File: config.mk
export PLATFORM = sky130hd
export DESIGN_NAME = uart_tx_8n1
export DESIGN_NICKNAME = d
export VERILOG_FILES = /design/src/rtl/uart_pkg.sv /design/src/rtl/uart_baud_tick.sv /design/src/rtl/uart_tx_8n1.sv
export SDC_FILE = /design/constraint.sdc
export NUM_CORES = 1
export LEC_CHECK = 0
export BUFFER_PORTS_ARGS = -buffer_cell sky130_fd_sc_hd__buf_2
export CORE_MARGIN = 5
export CORE_UTILIZATION = 58
export DETAILED_ROUTE_END_ITERATION = 7
export GPL_TIMING_DRIVEN = 0
export PLACE_DENSITY = 0.78
export REMOVE_ABC_BUFFERS = 1
export SYNTH_ARGS = -nofsm -noshare
export SYNTH_HDL_FRONTEND = slang
export SYNTH_SLANG_ARGS = --single-unit
File: constraint.sdc
create_clock -name clk -period 2.3 [get_ports clk]
set_input_delay 0 -clock clk [delete_from_list [all_inputs] [get_ports clk]]
set_output_delay 0 -clock clk [all_outputs]
set_load 0.01 [all_outputs]
File: src/rtl/uart_pkg.sv
`default_nettype none
// +--------------------------------------------------------------------+
// | uart_pkg: shared UART state encoding, baud defaults, frame sizes.  |
// | Revision: 1.0                                                       |
// +--------------------------------------------------------------------+
package uart_pkg;

    typedef enum logic [2:0] {
        IDLE   = 3'd0,
        START  = 3'd1,
        DATA   = 3'd2,
        STOP   = 3'd3,
        PARITY = 3'd4
    } uart_state_e;

    localparam int CLKS_PER_TICK_DEF = 651;
    localparam int TICKS_PER_BIT_DEF = 16;

    localparam int FRAME_BITS_8N1 = 10;
    localparam int FRAME_BITS_8E1 = 11;

endpackage
`default_nettype wire

File: src/rtl/uart_baud_tick.sv
`default_nettype none
// +--------------------------------------------------------------------+
// | uart_baud_tick: one-cycle tick every CLKS_PER_TICK clocks.          |
// | Revision: 1.0                                                       |
// +--------------------------------------------------------------------+
module uart_baud_tick
    import uart_pkg::*;
#(
    parameter int CLKS_PER_TICK = CLKS_PER_TICK_DEF
) (
    input  logic clk,
    input  logic reset,
    input  logic clear,
    output logic tick
);

    localparam int            CW     = (CLKS_PER_TICK > 1) ? $clog2(CLKS_PER_TICK) : 1;
    localparam logic [CW-1:0] C_LAST = CW'(CLKS_PER_TICK - 1);

    logic [CW-1:0] r_cnt;

    always_ff @(posedge clk) begin
        if (reset || clear) begin
            r_cnt <= '0;
        end else if (r_cnt == C_LAST) begin
            r_cnt <= '0;
        end else begin
            r_cnt <= r_cnt + CW'(1);
        end
    end

    assign tick = (r_cnt == C_LAST);

endmodule
`default_nettype wire

File: src/rtl/uart_tx_8n1.sv
`default_nettype none
// +--------------------------------------------------------------------+
// | uart_tx_8n1: 16x-tick UART transmitter, 8N1 (8E1 with              |
// | UART_TX_PARITY_EN defined).  Revision: 1.0                          |
// +--------------------------------------------------------------------+
module uart_tx_8n1
    import uart_pkg::*;
#(
    parameter int CLKS_PER_TICK = CLKS_PER_TICK_DEF,
    parameter int TICKS_PER_BIT = TICKS_PER_BIT_DEF,
    parameter int DATA_BITS     = 8
) (
    input  logic                 clk,
    input  logic                 reset,
    input  logic [DATA_BITS-1:0] tx_data,
    input  logic                 tx_valid,
    output logic                 tx_ready,
    output logic                 tx_out,
    output logic                 busy,
    output logic                 done
);

    localparam int TIW = (TICKS_PER_BIT > 1) ? $clog2(TICKS_PER_BIT) : 1;
    localparam int BIW = (DATA_BITS > 1) ? $clog2(DATA_BITS) : 1;

    localparam logic [2:0] ST_IDLE   = IDLE;
    localparam logic [2:0] ST_START  = START;
    localparam logic [2:0] ST_DATA   = DATA;
    localparam logic [2:0] ST_STOP   = STOP;
`ifdef UART_TX_PARITY_EN
    localparam logic [2:0] ST_PARITY = PARITY;
`endif

    localparam logic [TIW-1:0] C_TICK_LAST = TIW'(TICKS_PER_BIT - 1);
    localparam logic [BIW-1:0] C_BIT_LAST  = BIW'(DATA_BITS - 1);

    logic [2:0]           r_state;
    logic [DATA_BITS-1:0] r_shift;
    logic [TIW-1:0]       r_tick_idx;
    logic [BIW-1:0]       r_bit_idx;
    logic                 r_tx_out;
    logic                 r_done;
`ifdef UART_TX_PARITY_EN
    logic                 r_parity;
`endif

    logic w_tick;
    logic w_accept;
    logic w_bit_end;

    assign w_accept  = tx_valid && (r_state == ST_IDLE);
    assign w_bit_end = w_tick && (r_tick_idx == C_TICK_LAST);

    uart_baud_tick #(
        .CLKS_PER_TICK (CLKS_PER_TICK)
    ) u_baud_tick (
        .clk   (clk),
        .reset (reset),
        .clear (w_accept),
        .tick  (w_tick)
    );

    always_ff @(posedge clk) begin
        if (reset) begin
            r_state    <= ST_IDLE;
            r_shift    <= '0;
            r_tick_idx <= '0;
            r_bit_idx  <= '0;
            r_tx_out   <= 1'b1;
            r_done     <= 1'b0;
`ifdef UART_TX_PARITY_EN
            r_parity   <= 1'b0;
`endif
        end else begin
            r_done <= 1'b0;

            if (w_tick) begin
                r_tick_idx <= (r_tick_idx == C_TICK_LAST) ? '0 : r_tick_idx + TIW'(1);
            end

            // tx_out is loaded together with each state change so the new
            // level appears in the first cycle of the new state.
            case (r_state)
                ST_IDLE: begin
                    r_tx_out <= 1'b1;
                    if (tx_valid) begin
                        r_state    <= ST_START;
                        r_tx_out   <= 1'b0;
                        r_shift    <= tx_data;
                        r_tick_idx <= '0;
                        r_bit_idx  <= '0;
`ifdef UART_TX_PARITY_EN
                        r_parity   <= ^tx_data;
`endif
                    end
                end
                ST_START: begin
                    if (w_bit_end) begin
                        r_state   <= ST_DATA;
                        r_bit_idx <= '0;
                        r_tx_out  <= r_shift[0];
                    end
                end
                ST_DATA: begin
                    if (w_bit_end) begin
                        r_shift <= r_shift >> 1;
                        if (r_bit_idx == C_BIT_LAST) begin
`ifdef UART_TX_PARITY_EN
                            r_state  <= ST_PARITY;
                            r_tx_out <= r_parity;
`else
                            r_state  <= ST_STOP;
                            r_tx_out <= 1'b1;
`endif
                        end else begin
                            r_bit_idx <= r_bit_idx + BIW'(1);
                            r_tx_out  <= r_shift[1];
                        end
                    end
                end
`ifdef UART_TX_PARITY_EN
                ST_PARITY: begin
                    if (w_bit_end) begin
                        r_state  <= ST_STOP;
                        r_tx_out <= 1'b1;
                    end
                end
`endif
                ST_STOP: begin
                    if (w_bit_end) begin
                        r_state  <= ST_IDLE;
                        r_tx_out <= 1'b1;
                        r_done   <= 1'b1;
                    end
                end
                default: begin
                    r_state  <= ST_IDLE;
                    r_tx_out <= 1'b1;
                end
            endcase
        end
    end

    assign tx_ready = (r_state == ST_IDLE);
    assign busy     = (r_state != ST_IDLE);
    assign tx_out   = r_tx_out;
    assign done     = r_done;

endmodule
`default_nettype wire
## Word-level counts from Yosys, hierarchy flattened

Index checks and enable logic that the tools add are counted.

- Flip-flop bits (word level): 30
- Input bits: 11
- Output and inout port bits: 4
- Logic and storage cells: 60

- Add/subtract/negate cells: 3
- Eq/ne operators: 12
- Multiplexer cells: 24
- Bitwise logic cells: 1
- Reduce and logical (&&, ||, !) cells: 13

Operators with widths:

| operator | count |
|---|---|
| $mux 3 | 8 |
| $mux 4 | 4 |
| $mux 8 | 2 |
| $pmux 8 s2 | 1 |
| $ne 2x2->1 const B | 6 |
| $pmux 3 s4 | 1 |
| $add 10x1->10 const B | 1 |
| $eq 10x10->1 const B | 1 |
| $reduce_and 5->1 | 2 |
| $pmux 3 s3 | 1 |
| $eq 3x2->1 const B | 2 |
| $mux 1 | 6 |
| $reduce_and 3->1 | 2 |
| $reduce_bool 3->1 | 2 |
| $add 4x1->4 const B | 1 |
| $eq 4x4->1 const B | 1 |
| $pmux 1 s4 | 1 |
| $reduce_or 2->1 | 2 |
| $add 3x1->3 const B | 1 |
| $eq 3x1->1 const B | 1 |
| $eq 3x3->1 const B | 1 |
| $logic_not 3->1 | 1 |
| $logic_and 1x1->1 | 2 |
| $reduce_bool 2->1 | 1 |
| 2 further kinds | 2 |

## Longest topological paths before layout

- Depth in word-level cells: 5
- Depth in mapped cells: 7
- Mapped depth without buffers: 6

## Cells and area by module

Synthesis repeated with hierarchy kept, for this count alone.

- Cells, all modules: 164
- Area total of the unflattened synthesis: 1537.7 µm²

By module, submodules not included:

| module | instances | cells an instance | area each (µm²) | seq. area each (µm²) |
|---|---|---|---|---|
| uart_tx_8n1 | 1 | 113 | 1074.8 | 380.4 |
| uart_baud_tick | 1 | 51 | 462.9 | 200.2 |

## Least setup slack after synthesis

No wires, ideal clock.

- Path kind: register to register
- Start: register r_state[0]
- End: register r_shift[3]
- Setup time: 0.132 ns
- Arrival time: 1.647 ns
- Required time: 2.168 ns
- Slack: 0.521 ns
- Cell stages (with the launch flop): 8
- Buffers on the path: 1
- Clock period less this slack: 1.779 ns
- Path through: dfxtp_1 -> inv_1 -> ha_1 -> mux2i_1 -> buf_2 -> nor3b_1 -> a21oi_1 -> a31oi_1

- Longest elaborated chain between the ends: 3
- Elaborated cells between the ends (all ways): 7
- Those cells by class: eq/ne: 3; mux: 1; reduce/logical: 3

RTL lines:

| what | RTL line | RTL |
|---|---|---|
| start, declared | uart_tx_8n1.sv:37 | `logic [2:0] r_state;` |
| start signal, assigned | uart_tx_8n1.sv:65 | `r_state <= ST_IDLE;` |
| start signal, assigned | uart_tx_8n1.sv:87 | `r_state <= ST_START;` |
| start signal, assigned | uart_tx_8n1.sv:99 | `r_state <= ST_DATA;` |
| $logic_not 3->1 * | n/a |  |
| via tx_ready | uart_tx_8n1.sv:17 | `output logic tx_ready,` |
| $ne 2x2->1 (no source line) / $reduce_bool 2->1 (equally long branches) | n/a |  |
| $reduce_and 3->1 (no source line) | n/a |  |
| end signal, assigned | uart_tx_8n1.sv:89 | `r_shift <= tx_data;` |
| end signal, assigned | uart_tx_8n1.sv:106 | `r_shift <= r_shift >> 1;` |
| end, declared | uart_tx_8n1.sv:38 | `logic [DATA_BITS-1:0] r_shift;` |

The timed path passes the listed nets; every way through them passes the cells marked *.
A chain may end at the register's enable or synchronous reset.

## Worst setup path in the final report

- Start: register u_baud_tick.r_cnt[0]
- End: register r_bit_idx[1]

- Longest elaborated chain between the ends: 4
- Elaborated cells between the ends (all ways): 5
- Those cells by class: eq/ne: 3; reduce/logical: 2

RTL lines:

| what | RTL line | RTL |
|---|---|---|
| start, declared | uart_baud_tick.sv:20 | `logic [CW-1:0] r_cnt;` |
| start signal, assigned | uart_baud_tick.sv:28 | `r_cnt <= r_cnt + CW'(1);` |
| $eq 10x10->1 * | uart_baud_tick.sv:32 | `assign tick = (r_cnt == C_LAST);` |
| $logic_and 1x1->1 * | uart_tx_8n1.sv:52 | `assign w_bit_end = w_tick && (r_tick_idx == C_TICK_LAST);` |
| $ne 2x2->1 (no source line) | n/a |  |
| $reduce_and 5->1 (no source line) * | n/a |  |
| end signal, assigned | uart_tx_8n1.sv:116 | `r_bit_idx <= r_bit_idx + BIW'(1);` |
| end, declared | uart_tx_8n1.sv:40 | `logic [BIW-1:0] r_bit_idx;` |

Mark *: on every way between the ends. The rest lies on a longest branch, timed or not.

==> metrics.txt <==
status=finished clean; CTS root buf=clkbuf_4; final setup fails=0; Peak Freq=463 MHz; worst-path cell chain=inv_1, ha_1, and4b_4, nand4_1, a221oi_1, o2bb2ai_1; EDFF count, synth=0; slowest stage delay, CP=0.61 ns; final slew viol count=0; Main synth FF type=dfxtp_1; hold worst-path end=r_shift[1]; Die ar.=0.00380 mm²; Reg-to-Reg End=r_bit_idx[1]; antenna violations before repair=0; Hold WC Path Type=in2reg; yosys warns=0; clk sink count=29; Top Ports=15; RSZ-0062 raised after global routing=false; fin util=0.675; first-pass GRT wire length=5200 µm; Slowest cell on crit path=a221oi_1; vias=1281; Die Y=61.6 µm; postcts setup bufs=0; Pwr per Cell Area=896 mW/mm²; R2R Path Start=u_baud_tick.r_cnt[0]; Slew headroom=0.621; total track usage=0.187; vias in the first global route=1293; port bufs=14; Max Cap Viol=0; Clock Skew=0.0112 ns; WHS Path Cells=2; cell count after synthesis=176; H-tree levels=2; Row Count=18; Lkg Pwr=0.627 nW; global route total overflow=0; DRC viols=0; synthesized cell area=0.00155 mm²; # fillers=218; TritonRoute pass-1 iters=4; share of the yosys chip area belonging to registers=0.376; Critical Path RT=2.51 ns; final hold violations=0; commonest cells after routing, fill and taps aside=dfxtp_1 (29), nand3_1 (17), nor2_1 (16), buf_2 (14), a21oi_1 (11); hold path start=reset; Core ar.=0.00252 mm²; Crit. End Element=register; Layout area overhead=10.1%; share of synthesized registers carrying an async set or reset=0; pin count of the biggest net entering global routing=25; clk buf depth=2; post-route ant nets=0; vias per cell=5.82; WL/cell=13.8 µm; Final Critical Period=2.16 ns; DP Wirelength=2110 µm; Slew @ Worst Pin=0.567 ns; antenna cells=0; syn avg cell area=8.78 µm²; Final #Nets=211; Synth Register Bits=29; layout cells sized above 1=0.163; Setup crit start kind=register; GPL Wtd Cong=0.799; iteration-0 DRC count of the detailed router=68; Synth cell types=42; R2R setup slack=0.14 ns; clock latency on the worst-skew pair=0.33 ns; Routed Wire Length=3040 µm; Crit Path Max Fanout=12; CTS Buf Count=5; final period utilization=0.940; Crit Path Class=reg2reg; WHS=0.0609 ns; die width=61.6 µm; clock transition at the registers of the reported paths=0.09 ns; VDD IR max=0.638 mV; worst reg-to-reg path cell count=6; commonest non-fill, non-tap cell in the layout=dfxtp_1; Worst EP arrival=2.37 ns; starting density of the core=0.613; TritonCTS clock tree=yes
## state kept, by name (all words and copies together) (netlist names)
register           cells
u_baud_tick.r_cnt     10
r_shift                8
r_tick_idx             4
r_bit_idx              3
r_state                2
done                   1
tx_out                 1
## worst max-delay path, delay by kind of cell, from the launching register on
kind	cells	cell delay (ns)
simple gates	2	0.75
compound gates	2	0.72
buf+inv	1	0.07
fa+ha+maj	1	0.15
flops	1	0.35
## stage by stage
step                      setup TNS (ns)  power, mW  std cells  worst slack (ns)  instance area, µm²
after floorplan                        0       1.05        167             0.200                1500
after global placement             -1.55       1.15        211            -0.238                1610
after global routing                   0       1.63        220           0.00272                1700
after detailed placement           -2.49       1.18        211            -0.367                1610
final                                  0       1.52        220             0.139                1700
after CTS                              0       1.51        220             0.138                1690
## synthesized netlist by cell type, types with 6 or more instances
master     n  area share
nand3_1   17       0.055
xnor2_1    7       0.040
inv_1      6       0.015
nand2b_1   9       0.036
a31oi_1    7       0.028
ha_1      10       0.081
nor3b_1    7       0.034
a21oi_1   11       0.036
nor2_1    16       0.039
nand2_1    9       0.022
dfxtp_1   29        0.38
## metal layers
layer | routed length (µm) | vias up | part of all wire | global-route usage
li1 | - | 652 | - | -
met1 | 1330 | 603 | 0.44 | 0.201
met2 | 1530 | 21 | 0.50 | 0.324
met3 | 135 | 5 | 0.044 | 0.0692
met4 | 33 | 0 | 0.011 | 0.0879
met5 | 0 | - | 0 | 0
## kinds of logic (layout without fill, tap and decap cells)
logic type | after synthesis | after routing | share of synthesized area
AO/OA/AOI/OAI | 31 | 31 | 0.130
buffers and inverters | 15 | 29 | 0.0413
XOR/XNOR | 9 | 9 | 0.0510
AND/OR/NAND/NOR | 79 | 79 | 0.301
multiplexers | 3 | 3 | 0.0194
adder cells (fa/ha/maj) | 10 | 10 | 0.0810
flip-flops | 29 | 29 | 0.376
## where the power goes
group	total (mW)	internal, mW	switching, mW
clock network	0.310	0.144	0.166
logic	0.574	0.236	0.338
registers	0.641	0.576	0.0649
## worst max path at each step
stage                         start      endpoint  slack [ns]  depth (start not counted)
6_report       u_baud_tick.r_cnt[0]  r_bit_idx[1]        0.14                          6
2_1_floorplan            r_state[0]    r_shift[0]        0.20                          6
3_5_place_dp             r_state[0]    r_shift[5]       -0.37                          6
5_1_grt               r_tick_idx[0]  r_bit_idx[0]       0.003                          5
3_3_place_gp             r_state[0]    r_shift[5]       -0.24                          6
4_1_cts                  r_state[0]    r_shift[5]        0.14                          6
## what timing repair did
action / 4_1_cts / 5_1_grt
endpoints found under the setup margin: 8 / 7
gates resized for setup: 2 / 1
hold buffers: 2 / 0
hold endpoints to repair: 1 / 0
gates cloned: 0 / 0
## layout make-up
| class | instances | area [µm²] | area share |
|---|---|---|---|
| clock buffer | 7 | 55.1 | 0.0324 |
| timing repair buffer | 16 | 90.1 | 0.0529 |
| inverter | 6 | 22.5 | 0.0132 |
| tap | 30 | 37.5 | 0.0221 |
| multi-input combinational | 132 | 916 | 0.538 |
| sequential | 29 | 581 | 0.341 |
Note: power is estimated with default switching activity, not from simulation.
